File: config.mk
export PLATFORM = sky130hd
export DESIGN_NAME = morse_round_ctrl
export DESIGN_NICKNAME = d
export VERILOG_FILES = /design/src/rtl/morse_round_ctrl.sv
export SDC_FILE = /design/constraint.sdc
export NUM_CORES = 1
export LEC_CHECK = 0
export BUFFER_PORTS_ARGS = -buffer_cell sky130_fd_sc_hd__buf_2
export CORE_MARGIN = 4
export CORE_UTILIZATION = 50
export CTS_BUF_LIST = sky130_fd_sc_hd__clkbuf_8 sky130_fd_sc_hd__clkbuf_16
export CTS_CLUSTER_SIZE = 28
export DETAILED_ROUTE_END_ITERATION = 8
export GPL_ROUTABILITY_DRIVEN = 0
export PLACE_DENSITY = 0.74
export SETUP_SLACK_MARGIN = 0.02
export SLEW_MARGIN = 0
export SYNTH_ARGS = -nofsm -noshare
export SYNTH_HDL_FRONTEND = slang
export SYNTH_SLANG_ARGS = --single-unit
File: constraint.sdc
create_clock -name clock_i -period 5.4 [get_ports clock_i]
set_clock_uncertainty 0.2 [all_clocks]
set_input_delay 0 -clock clock_i [delete_from_list [all_inputs] [get_ports clock_i]]
set_output_delay 0 -clock clock_i [all_outputs]
set_load 0.005 [all_outputs]
File: src/rtl/morse_round_ctrl.sv
`default_nettype none
// =============================================================================
// morse_round_ctrl : two-player Morse record/replay round controller.
// Optional macro MORSE_HINT_EN shows the expected stored symbol in P2TURN.
// Revision : 1.0
// =============================================================================
module morse_round_ctrl #(
  parameter int DEPTH  = 16,
  parameter int ADDR_W = 4,
  parameter int SYM_W  = 10
) (
  input  logic              clock_i,
  input  logic              reset_i,
  input  logic              tick_i,
  input  logic              key_press_i,
  input  logic              next_pulse_i,
  input  logic              done_pulse_i,
  output logic [1:0]        state_o,
  output logic [ADDR_W:0]   p1_addr_o,
  output logic [ADDR_W:0]   p2_addr_o,
  output logic [SYM_W-1:0]  live_sym_o,
  output logic [SYM_W-1:0]  led_value_o,
  output logic [ADDR_W:0]   mismatch_cnt_o,
  output logic              full_o,
  output logic              pass_o
);

  typedef enum logic [1:0] {
    ST_START  = 2'd0,
    ST_P1     = 2'd1,
    ST_P2     = 2'd2,
    ST_RESULT = 2'd3
  } state_t;

  localparam logic [ADDR_W:0]  c_depth_cnt = DEPTH[ADDR_W:0];
  localparam logic [ADDR_W:0]  c_one_cnt   = (ADDR_W+1)'(1);
  localparam logic [SYM_W-1:0] c_led_pass  = SYM_W'(1);

  state_t                 state_q, state_d;
  logic [ADDR_W:0]        p1_addr_q, p1_addr_d;
  logic [ADDR_W:0]        p2_addr_q, p2_addr_d;
  logic [ADDR_W:0]        mismatch_q, mismatch_d;
  logic [SYM_W-1:0]       live_sym_q, live_sym_d;
  logic [SYM_W-1:0]       cmp_sym_q, cmp_sym_d;
  logic                   cmp_busy_q, cmp_busy_d;
  logic                   pass_q, pass_d;
  logic [SYM_W-1:0]       rd_data_q;
  logic [SYM_W-1:0]       mem_q [DEPTH];

  logic                   w_full;
  logic                   w_mem_we;
  logic [ADDR_W-1:0]      w_waddr;
  logic [ADDR_W-1:0]      w_raddr;
  logic [SYM_W-1:0]       w_led;

  assign w_full  = (p1_addr_q == c_depth_cnt);
  assign w_waddr = p1_addr_q[ADDR_W-1:0];
  // Reading from the next address keeps rd_data_q aligned with p2_addr_q.
  assign w_raddr = p2_addr_d[ADDR_W-1:0];

  always_comb begin
    state_d    = state_q;
    p1_addr_d  = p1_addr_q;
    p2_addr_d  = p2_addr_q;
    mismatch_d = mismatch_q;
    cmp_sym_d  = cmp_sym_q;
    cmp_busy_d = cmp_busy_q;
    pass_d     = 1'b0;
    live_sym_d = live_sym_q;
    w_mem_we   = 1'b0;

    case (state_q)
      ST_START: begin
        if (done_pulse_i) begin
          state_d    = ST_P1;
          p1_addr_d  = '0;
          p2_addr_d  = '0;
          mismatch_d = '0;
        end
      end
      ST_P1: begin
        if (next_pulse_i && !w_full) begin
          w_mem_we  = 1'b1;
          p1_addr_d = p1_addr_q + c_one_cnt;
        end
        if (done_pulse_i) state_d = ST_P2;
      end
      ST_P2: begin
        if (cmp_busy_q) begin
          if ((cmp_sym_q != rd_data_q) && (mismatch_q != c_depth_cnt))
            mismatch_d = mismatch_q + c_one_cnt;
          p2_addr_d  = p2_addr_q + c_one_cnt;
          cmp_busy_d = 1'b0;
        end else if (next_pulse_i && !done_pulse_i && (p2_addr_q != p1_addr_q)) begin
          cmp_busy_d = 1'b1;
          cmp_sym_d  = live_sym_q;
        end
        if (done_pulse_i || (!cmp_busy_q && (p2_addr_q == p1_addr_q)))
          state_d = ST_RESULT;
      end
      ST_RESULT: begin
        if (done_pulse_i) state_d = ST_START;
      end
      default: state_d = ST_START;
    endcase

    // Verdict is latched on entry using the post-compare counters.
    if (state_d == ST_RESULT) begin
      if (state_q == ST_RESULT)
        pass_d = pass_q;
      else
        pass_d = (mismatch_d == '0) && (p2_addr_d == p1_addr_d) && (p1_addr_d != '0);
    end

    if ((state_d != state_q) || (state_q == ST_START) || (state_q == ST_RESULT) || next_pulse_i)
      live_sym_d = '0;
    else if (tick_i)
      live_sym_d = {live_sym_q[SYM_W-2:0], key_press_i};
  end

  always_ff @(posedge clock_i) begin
    if (reset_i) begin
      state_q    <= ST_START;
      p1_addr_q  <= '0;
      p2_addr_q  <= '0;
      mismatch_q <= '0;
      live_sym_q <= '0;
      cmp_sym_q  <= '0;
      cmp_busy_q <= 1'b0;
      pass_q     <= 1'b0;
    end else begin
      state_q    <= state_d;
      p1_addr_q  <= p1_addr_d;
      p2_addr_q  <= p2_addr_d;
      mismatch_q <= mismatch_d;
      live_sym_q <= live_sym_d;
      cmp_sym_q  <= cmp_sym_d;
      cmp_busy_q <= cmp_busy_d;
      pass_q     <= pass_d;
    end
  end

  // Symbol RAM, write-first so a same-edge write is visible on the read port.
  always_ff @(posedge clock_i) begin
    if (w_mem_we) mem_q[w_waddr] <= live_sym_q;
    rd_data_q <= (w_mem_we && (w_waddr == w_raddr)) ? live_sym_q : mem_q[w_raddr];
  end

  always_comb begin
    w_led = '1;
    case (state_q)
      ST_P1: w_led = live_sym_q;
      ST_P2: begin
`ifdef MORSE_HINT_EN
        w_led = (p2_addr_q == p1_addr_q) ? '0 : rd_data_q;
`else
        w_led = live_sym_q;
`endif
      end
      ST_RESULT: begin
        if (pass_q) w_led = c_led_pass;
      end
      default: w_led = '1;
    endcase
  end

  assign state_o        = state_q;
  assign p1_addr_o      = p1_addr_q;
  assign p2_addr_o      = p2_addr_q;
  assign live_sym_o     = live_sym_q;
  assign led_value_o    = w_led;
  assign mismatch_cnt_o = mismatch_q;
  assign full_o         = w_full;
  assign pass_o         = pass_q;

endmodule
`default_nettype wire
Word level (Yosys, flattened, before mapping). Memory sizes are Yosys's and may differ from the RTL's. A register that Yosys moved wholly into a read port is not among the register bits. Index checks and enable logic that the tools add are counted.

Add/subtract/negate cells: 3. Equality and inequality tests: 11. Multiplexer cells: 23. Bitwise logic cells: 2. Reduce and logical (&&, ||, !) cells: 21.

Operators with widths (count): 2-to-1 mux 5 bit (7); one-hot mux 5 bit (2 select lines) (3); one-hot mux 10 bit (2 select lines) (1); adder 5 x 1 -> 5 bit (second input constant) (3); == test 5 bit (2); 2-to-1 mux 10 bit (1); != test 10 bit (1); 2-to-1 mux 2 bit (4); one-hot mux 2 bit (4 select lines) (1); logical AND 1 bit (7); == test 2 bit (second input constant) (3); 2-to-1 mux 1 bit (6); OR reduction 2 bit (3); == test 5 bit (second input constant) (1); logical NOT 5 bit (1); != test 5 bit (1); != test 5 bit (second input constant) (1); nonzero test 5 bit (1); logical OR 1 bit (4); logical NOT 1 bit (3); AND reduction 3 bit (1); == test 2 x 1 -> 1 bit (second input constant) (1); logical NOT 2 bit (1); != test 2 bit (1); inverter 1 bit (2).

Register bits: 39. RAM bits: 160. Input port bits: 6. Output and inout bits: 39. Word-level logic and storage cells: 69. Memories kept: 1.

Memories: mem_q (depth 16, bits a word 10, read ports 1, clocked after Yosys merged registers in 1, write ports 1, RTL line 48) `logic [SYM_W-1:0] mem_q [DEPTH];`.

Logic depth before layout (Yosys ltp). Gate-level depths: netlist (run 1).

Depth after elaboration: 10. Gate-level depth with buffers: 13. Depth with buffers taken out: 11.

Worst setup path after synthesis (run 1). No wires, ideal clock.

Path kind: reg-to-reg. Start point: reg (tool-made name). End point: reg pass_q, in the netlist pass_o. Setup time: 0.084 ns. Data arrival time: 3.050 ns. Data required time: 5.116 ns. Path slack: 2.066 ns. Stages on the path, launching flop included: 13. Buffers on the path: 2. Clock period less this slack: 3.334 ns. Path through: dfxtp_1 buf_6 buf_2 mux4_2 mux4_2 xor2_1 nor2_1 o2111ai_1 o31a_2 nor2_1 a211oi_1 or4_1 o31ai_2.

RTL lines: end signal: assignment (RTL line 139) `pass_q <= pass_d;`; end: declaration (RTL line 46) `logic pass_q, pass_d;`.

==> results.yml, run 1 <==
outcome:
  outcome: "complete, no violations"
detailed_routing:
  drc: 0
  routed_wl_mm: 18.7
  viasPerCell: 5.84
  routedWlPerCell_um: 21.7
  dr.pass1.iters: 5
  num_vias: 5024
  first_iter_violations: 381
  postRouteAntennaNets: 0
floorplanning:
  start_util_pct: 51.4
  coreArea_um2: 16600
  die_w_um: 139
  pin_count: 45
  num_rows: 47
  die_height_um: 139
  dieArea_um2: 19300
logic_synthesis:
  synth_top_area_share_pct: 56.2
  avgSynthCellArea_um2: 15.3
  synth-seq-cells: 203
  ys_top_cells_by_count: "edfxtp_1 (160), nor2_1 (58), mux2i_1 (50), dfxtp_1 (43), nand2_1 (37)"
  synth_cell_type_count: 46
  synthCells: 558
  synthesis.area_um2: 8550
  ys.flop_type: "edfxtp_1"
  ys_seq_area_share_pct: 66.3
  synth_edf_count: 160
  yosysMostFrequentCell: "edfxtp_1"
  async_flop_share_pct: 0
  yosys-top-cells-area: "edfxtp_1 (56%), dfxtp_1 (10%), mux4_2 (8.2%), mux2i_1 (5.9%), nor2_1 (2.5%)"
  synth_largest_area_cell: "edfxtp_1"
  ys_warn_count: 0
  syn-num-nets: 575
flow_run:
  maxCapViolCount: 0
power_and_ir_drop:
  p_seq_share_pct: 52.6
  leakage_nw: 3.51
  p_clk_share_pct: 43.7
  powerDensity_nw_per_um2: 325
  p_switching_w: 0.000633
  sw_frac_of_total_pct: 19.8
  ir_drop_mv: 0.214
  p_int_w: 0.00256
  p_comb_share_pct: 3.7
  p_total_w: 0.00319
cts:
  cts_tree: "done"
  postCtsSetupRepairBufs: 0
  ctsRootBufferMaster: "clkbuf_16"
  hold_buffers: 8
  clk_pin_slew_worst_paths_ps: 60
  numCtsBuffers: 22
  clock-sinks: 203
  htree_levels: 1
  clock_path_buffers: 3
  clk_latency_ps: 500
  cts_resized: 0
timing:
  worst_slack_ps: 1430
  finalCriticalPeriod_ps: 3970
  rsz0062_at_grt: "false"
  fin_tns_setup_ps: 0
  drv_slew: 0
  tightest_slew_ps: 1160
  hold_viol: 0
  finalCritPeriodShare_pct: 73.5
  fmax_mhz: 252
  finalSetupViolCount: 0
  maxSlewHeadroom_pct: 22.5
grt:
  grt_use_total_pct: 19.5
  grt_pass1_wl_mm: 29.4
  antenna_found_initial: 0
  grt_overflow: 0
  grt_max_degree: 34
  grt_pass1_vias: 5198
placed_design:
  dpl.cell_count: 812
  pre_cts_ws_ps: 1460
  place_area_um2: 9070
  dpl.hpwl_mm: 12.2
  port_buffers: 44
min_path:
  hp-class: "in -> reg"
layout:
  fin_cells: 860
  stdcell_area_um2: 9840
  syn2layout_area_growth_pct: 15.1
  n_antenna_cell: 0
  fillers: 1224
  fin_nets: 641
  drive_gt1_share_pct: 21.4
  multi_input_area_um2: 2730
  register_area_um2: 5670
setup_path:
  slowest_stage: "dfxtp_1"
  cp_max_fo: 14
  crit_path_start_kind: "flip-flop"
  worstPathCellList: "mux4_2, mux4_2, xor2_1, nor2_1, o2111ai_1, o31a_2, nor2_1, a211oi_1, or4_1, o31ai_2"
  max_stage_delay_ps: 900
  critPathCaptureType: "flip-flop"
  cp.arrival_ps: 4180
  crit_required_ps: 5610
  worstSetupPathType: "reg -> reg"
==> per-layer routing <==
metal	wire [µm]	vias to the layer above	part of all wire, %	global-route usage, %
li1	-	2251	-	-
met2	8920	221	48	31.2
met3	1570	32	8.4	3.55
met5	0	-	0	0
met1	7740	2520	41	27.5
met4	461	0	2.5	6.23
==> logic make-up (layout without fill, tap and decap cells) <==
group	Yosys count	count (layout)	share of synthesized area (%)
flip-flops	203	203	66.3
adder cells (fa/ha/maj)	11	11	1.61
XOR/XNOR	32	32	3.28
buffers and inverters	39	121	2.06
multiplexers	91	91	15.9
AO/OA/AOI/OAI	43	43	3.64
AND/OR/NAND/NOR	139	139	7.29
==> layout by cell type (no fill, tap or decap), types with 2 or more instances in the layout <==
cell and count:
buf_4 18, dlygate4sd3_1 8, a22oi_1 12, nor3_2 4, a21oi_1 10, nand2b_1 5, clkinv_2 2, nand4_1 11
buf_2 44, a22o_1 3, mux2i_1 50, mux2_2 7, nor3_1 6, nand3_1 5, nor2b_1 7, clkbuf_8 2
mux4_2 31, nand2_1 37, nor2_1 58, clkbuf_16 23, dfxtp_1 42, xor2_1 11, edfxtp_1 160, mux4_1 3
a211oi_1 2, o31ai_1 2, xnor2_1 21, inv_1 21, o22ai_1 2, ha_1 11
==> power groups by stage <==
stage                     sequential (W)  clock [W]  combinational [W]
after floorplan                  0.00171          0          0.0000745
after global placement           0.00171          0           0.000110
after detailed placement         0.00171          0           0.000115
after CTS                        0.00168    0.00143           0.000119
after global routing             0.00168    0.00149           0.000131
final                            0.00168    0.00140           0.000120
==> cell type report <==
class                      instances  area share [%]
sequential                       203            57.6
tap                              220            2.80
timing repair buffer              70            4.42
clock buffer                      25            6.13
multi-input combinational        316            27.7
clock inverter                    15           0.915
inverter                          11           0.420
==> worst paths after layout <==
kind | start | end | slack, ps | cells after the start
setup / recovery | flip-flop | pass_o | 1430 | 10
hold / removal | tick_i | live_sym_o[8] | 320 | 4
setup reg to reg | flip-flop | pass_o | 1430 | 10
hold reg to reg | pass_o | pass_o | 330 | 2
==> sequential cells by signal (all words and copies together) (netlist names), named ones only <==
signal	cells
p1_addr_o	5
mismatch_cnt_o	5
live_sym_o	10
cmp_sym_q	10
mem_q	160
cmp_busy_q	1
state_o	2
pass_o	1
p2_addr_o	5
==> metrics by stage <==
| step | util, % | hold WS (ps) |
|---|---|---|
| after floorplan | - | -52.3 |
| after global placement | 54.5 | 38.3 |
| after detailed placement | 54.5 | 47.9 |
| after CTS | 59.1 | 296 |
| after global routing | 59.1 | 339 |
| final | 59.1 | 317 |
==> critical path: cells and delay by family (launching register included) <==
family	cells	cell delay, ps
compound gates	4	770
xor+xnor	1	160
flops	1	900
mux	2	1080
simple gates	3	770
No activity file was read; power rests on OpenSTA's default activity.
==> run 2, diff against run 1 <==
Settings changed: PLACE_DENSITY 0.74 to 0.77.
Clock period 5.4 ns to 3.52 ns, I/O delays scaled along.
==> run 2 against run 1 <==
Compared with the run above: critical path depth rose by 1; hold slack improved by 2.8 ps; global-route usage rose by 0.50 points; core utilization rose by 1.4 points; worst setup slack got worse by 1400 ps; total power rose by 56%; first-iteration DRC count rose by 19%; die area did not move; final cell count rose by 1.5%; via count rose by 2.6%; critical endpoint unchanged; largest cell class unchanged.
==> results.yml, run 2 (synthesized netlist as in run 1, its figures left out) <==
min_path:
  hp-class: "reg -> reg"
detailed_routing:
  routedWlPerCell_um: 22.6
  routed_wl_mm: 19.7
  num_vias: 5154
  viasPerCell: 5.90
  drc: 0
  first_iter_violations: 452
  dr.pass1.iters: 5
  postRouteAntennaNets: 0
setup_path:
  critPathMostFrequentCell: "mux4_2"
  cp_num_buf_inv: 1
  slowest_stage: "mux4_2"
  worstPathCellList: "mux4_2, mux4_2, xor2_2, nor2_2, o2111ai_2, o31a_2, buf_6, nand4b_1, o211ai_1, a221o_1, o31ai_2"
  worstSetupPathType: "reg -> reg"
  cp.arrival_ps: 3710
  max_stage_delay_ps: 540
  crit_required_ps: 3730
  cpLargestDelayFamily: "compound AO/OA/AOI/OAI gates"
  cp_max_fo: 7
  crit_path_start_kind: "flip-flop"
  critPathCaptureType: "flip-flop"
layout:
  register_area_um2: 5680
  fin_nets: 655
  layout_common_cells: "edfxtp_1 (160), nor2_1 (57), mux2i_1 (50), buf_2 (44), dfxtp_1 (39)"
  syn2layout_area_growth_pct: 17.7
  drive_gt1_share_pct: 25.4
  final_util_pct: 60.5
  multi_input_area_um2: 2760
  final_common_cell: "edfxtp_1"
  largest_reg_flops: 160
  n_antenna_cell: 0
  fillers: 1186
  regMostFlops: "mem_q"
floorplanning:
  pin_count: 45
  num_rows: 47
  dieArea_um2: 19300
  die_height_um: 139
  coreArea_um2: 16600
  start_util_pct: 51.4
  die_w_um: 139
power_and_ir_drop:
  p_total_w: 0.00497
  leakage_nw: 3.57
  powerDensity_nw_per_um2: 494
  ir_drop_mv: 0.335
cts:
  cts_tree: "done"
  htree_levels: 1
  clk_pin_slew_worst_paths_ps: 60
  ctsRootBufferMaster: "clkbuf_16"
  clock-sinks: 203
  clock_path_buffers: 3
  clk_latency_ps: 490
  numCtsBuffers: 21
grt:
  grt_pass1_wl_mm: 30.3
  antenna_found_initial: 0
  grt_use_total_pct: 20.0
  grt_max_degree: 31
  grt_pass1_vias: 5138
  grt_overflow: 0
timing:
  tightest_slew_ps: 816
  rsz0062_at_grt: "true"
  finalCritPeriodShare_pct: 99.5
  maxSlewHeadroom_pct: 45.5
  finalSetupViolCount: 0
  fin_tns_setup_ps: 0
  hold_viol: 0
  fmax_mhz: 286
  drv_slew: 0
  finalCriticalPeriod_ps: 3500
  whs_ps: 320
placed_design:
  dpl.hpwl_mm: 12.4
  port_buffers: 44
outcome:
  outcome: "complete, no violations"
flow_run:
  maxCapViolCount: 0
[run 2: path summary, 6_finish.rpt]
kind	slack [ps]	depth (start not counted)	to	startpoint
worst max register to register	20	11	pass_o	flip-flop
worst max-delay path	20	11	pass_o	flip-flop
worst min register to register	320	2	cmp_sym_q[0]	cmp_sym_q[0]
worst min-delay path	320	2	cmp_sym_q[0]	cmp_sym_q[0]
[run 2: layout make-up]
type                            count  area share (%)
Timing Repair Buffer               85            6.03
Inverter                           11           0.410
Tap cell                          220            2.73
Clock inverter                     13            1.09
Sequential cell                   203            56.4
Multi-Input combinational cell    316            27.4
Clock buffer                       25            5.99
[run 2: tightest hold or removal path, cell delays in order, from the launching register on]
cell,delay (ps)
dfxtp_1,340
mux2i_1,70
nor2_1,70
[run 2: where the power goes]
| part | internal, W | switching, W |
|---|---|---|
| clock network | 0.00131 | 0.000901 |
| registers | 0.00256 | 0.00000933 |
| logic | 0.0000750 | 0.000115 |
| total | 0.00394 | 0.00103 |
[run 2: stage by stage]
stage | area [µm²] | std cells | worst slack, ps
floorplan | 8550 | 558 | 186
global placement | 9200 | 825 | 60.3
detailed placement | 9200 | 825 | -37.0
CTS | 10000 | 871 | 55.4
global route | 10100 | 873 | -51.4
finish | 10100 | 873 | 18.7
[run 2: metal layers]
layer,vias to the layer above,global-route usage (%),share of wire [%]
met4,0,4.38,1.6
li1,2278,-,-
met5,-,0,0
met1,2594,27.3,40
met3,29,3.24,6.5
met2,253,34.3,52
[run 2: repair_timing]
action / 4_1_cts / 5_1_grt
hold buffers: 8 / 0
pin swaps: 0 / 5
gates cloned: 0 / 1
setup endpoints to repair: 1 / 2
buffers inserted: 0 / 1
hold endpoints to repair: 38 / 0
resized for setup: 3 / 8
==> run 3, diff against run 2 <==
Settings changed: PLACE_DENSITY 0.77 to 0.67.
Clock period 3.52 ns to 3.7 ns, I/O delays scaled along.
==> run 3 against run 2 <==
Compared with the run above: wire length is 1.7% lower; non-clock buffer count is 5 higher; final cell count is 0.57% higher; total power is 7.2% lower; first-iteration DRC count is 21% lower; critical path depth stayed put.
==> results.yml, run 3 (synthesized netlist as in run 1, its figures left out) <==
grt:
  grt_pass1_wl_mm: 30.1
  grt_pass1_vias: 5030
  grt_use_total_pct: 20.1
  grt_max_degree: 31
  antenna_found_initial: 0
  grt_overflow: 0
timing:
  finalCriticalPeriod_ps: 3570
  drv_slew: 0
  fmax_mhz: 280
  tightest_slew_ps: 841
  finalSetupViolCount: 0
  whs_ps: 301
  maxSlewHeadroom_pct: 43.8
  finalCritPeriodShare_pct: 96.4
  hold_viol: 0
layout:
  layout_common_cells: "edfxtp_1 (160), nor2_1 (57), mux2i_1 (50), buf_2 (44), dfxtp_1 (42)"
  stdcell_area_um2: 10000
  final_util_pct: 60.1
  regMostFlops: "mem_q"
  drive_gt1_share_pct: 24.5
  syn2layout_area_growth_pct: 17.1
  fillers: 1243
  largest_reg_flops: 160
  n_antenna_cell: 0
  final_common_cell: "edfxtp_1"
  fin_nets: 660
cts:
  clock_path_buffers: 3
  cts_tree: "done"
  ctsRootBufferMaster: "clkbuf_16"
  numCtsBuffers: 21
  clock-sinks: 203
  htree_levels: 1
  clk_pin_slew_worst_paths_ps: 60
  clk_latency_ps: 500
power_and_ir_drop:
  p_total_w: 0.00461
  ir_drop_mv: 0.437
  leakage_nw: 3.58
  powerDensity_nw_per_um2: 461
detailed_routing:
  wl_met2_mm: 9.69
  wl_met3_mm: 1.26
  met1Wirelength_mm: 8.12
  drc: 0
  num_vias: 5037
  routed_wl_mm: 19.4
  viasPerCell: 5.74
  top_layer: "met4"
  routedWlPerCell_um: 22.1
  postRouteAntennaNets: 0
  dr.pass1.iters: 5
  first_iter_violations: 356
min_path:
  holdPathEnd: "live_sym_o[7]"
  hp-class: "in -> reg"
  min_from: "tick_i"
  hold_depth: 4
setup_path:
  crit_path_start_kind: "flip-flop"
  r2r_slack_ps: 130
  ff2ff_path_depth: 11
  cp_max_fo: 9
  critPathMostFrequentCell: "mux4_2"
  cp.arrival_ps: 3780
  critPathCaptureType: "flip-flop"
  max_stage_delay_ps: 540
  r2r-end: "pass_o"
  worstSetupPathType: "reg -> reg"
  worstPathCellList: "buf_12, mux4_2, mux4_2, xor2_1, nor2_2, o2111ai_2, o31a_2, nor2_1, a211oi_1, or4_1, o31ai_2"
  slowest_stage: "or4_1"
  crit_required_ps: 3910
floorplanning:
  start_util_pct: 51.4
  pin_count: 45
  die_height_um: 139
  coreArea_um2: 16600
  die_w_um: 139
  num_rows: 47
  dieArea_um2: 19300
placed_design:
  place_area_um2: 9210
  port_buffers: 44
  dpl.hpwl_mm: 12.4
flow_run:
  maxCapViolCount: 0
outcome:
  outcome: "complete, no violations"
-- run 3: metal layers --
layer / up-vias / global-route usage [%]
met5: - / 0
met4: 0 / 4.58
met3: 26 / 3.00
met2: 184 / 34.1
met1: 2536 / 27.9
li1: 2291 / -
-- run 3: worst max path at each step --
stage	depth (start not counted)	endpoint	slack (ps)
3_5_place_dp	11	pass_o	130
2_1_floorplan	12	pass_o	370
3_3_place_gp	11	pass_o	180
4_1_cts	11	pass_o	100
5_1_grt	11	pass_o	-8
6_report	11	pass_o	130
-- run 3: power breakdown --
group          internal, W  total [W]  switching [W]
sequential         0.00244    0.00245     0.00000923
clock              0.00115    0.00199       0.000841
combinational    0.0000708   0.000174       0.000104
total              0.00366    0.00461       0.000954
-- run 3: area by class of cell --
| type | count | area, µm² | area share [%] |
|---|---|---|---|
| clock inverter | 15 | 104 | 1.04 |
| sequential | 203 | 5670 | 56.6 |
| timing repair buffer | 90 | 639 | 6.39 |
| tap | 220 | 275 | 2.75 |
| inverter | 11 | 41.3 | 0.413 |
| multi-input combinational | 316 | 2730 | 27.3 |
| clock buffer | 23 | 553 | 5.52 |
-- run 3: critical path, delay by kind of cell, from the launching register on --
family | cells | cell delay (ps)
AND/OR/NAND/NOR | 3 | 830
AO/OA/AOI/OAI | 4 | 800
XOR/XNOR | 1 | 170
multiplexers | 2 | 980
buffers and inverters | 1 | 150
flip-flops | 1 | 350
-- run 3: repair_timing --
item                                   in CTS  in global routing
hold buffers                                8                  0
endpoints found under the hold margin      38                  0
gates resized for setup                     0                  4
setup endpoints to repair                   0                  1
setup buffers                               0                  6
-- run 3: stage by stage --
| step | setup WS, ps | TNS (ps) | std cells |
|---|---|---|---|
| 6_report | 132 | 0 | 878 |
| 3_5_place_dp | 134 | 0 | 826 |
| 5_1_grt | -7.78 | -7.78 | 878 |
| 2_1_floorplan | 366 | 0 | 558 |
| 4_1_cts | 100 | 0 | 872 |
| 3_3_place_gp | 181 | 0 | 826 |
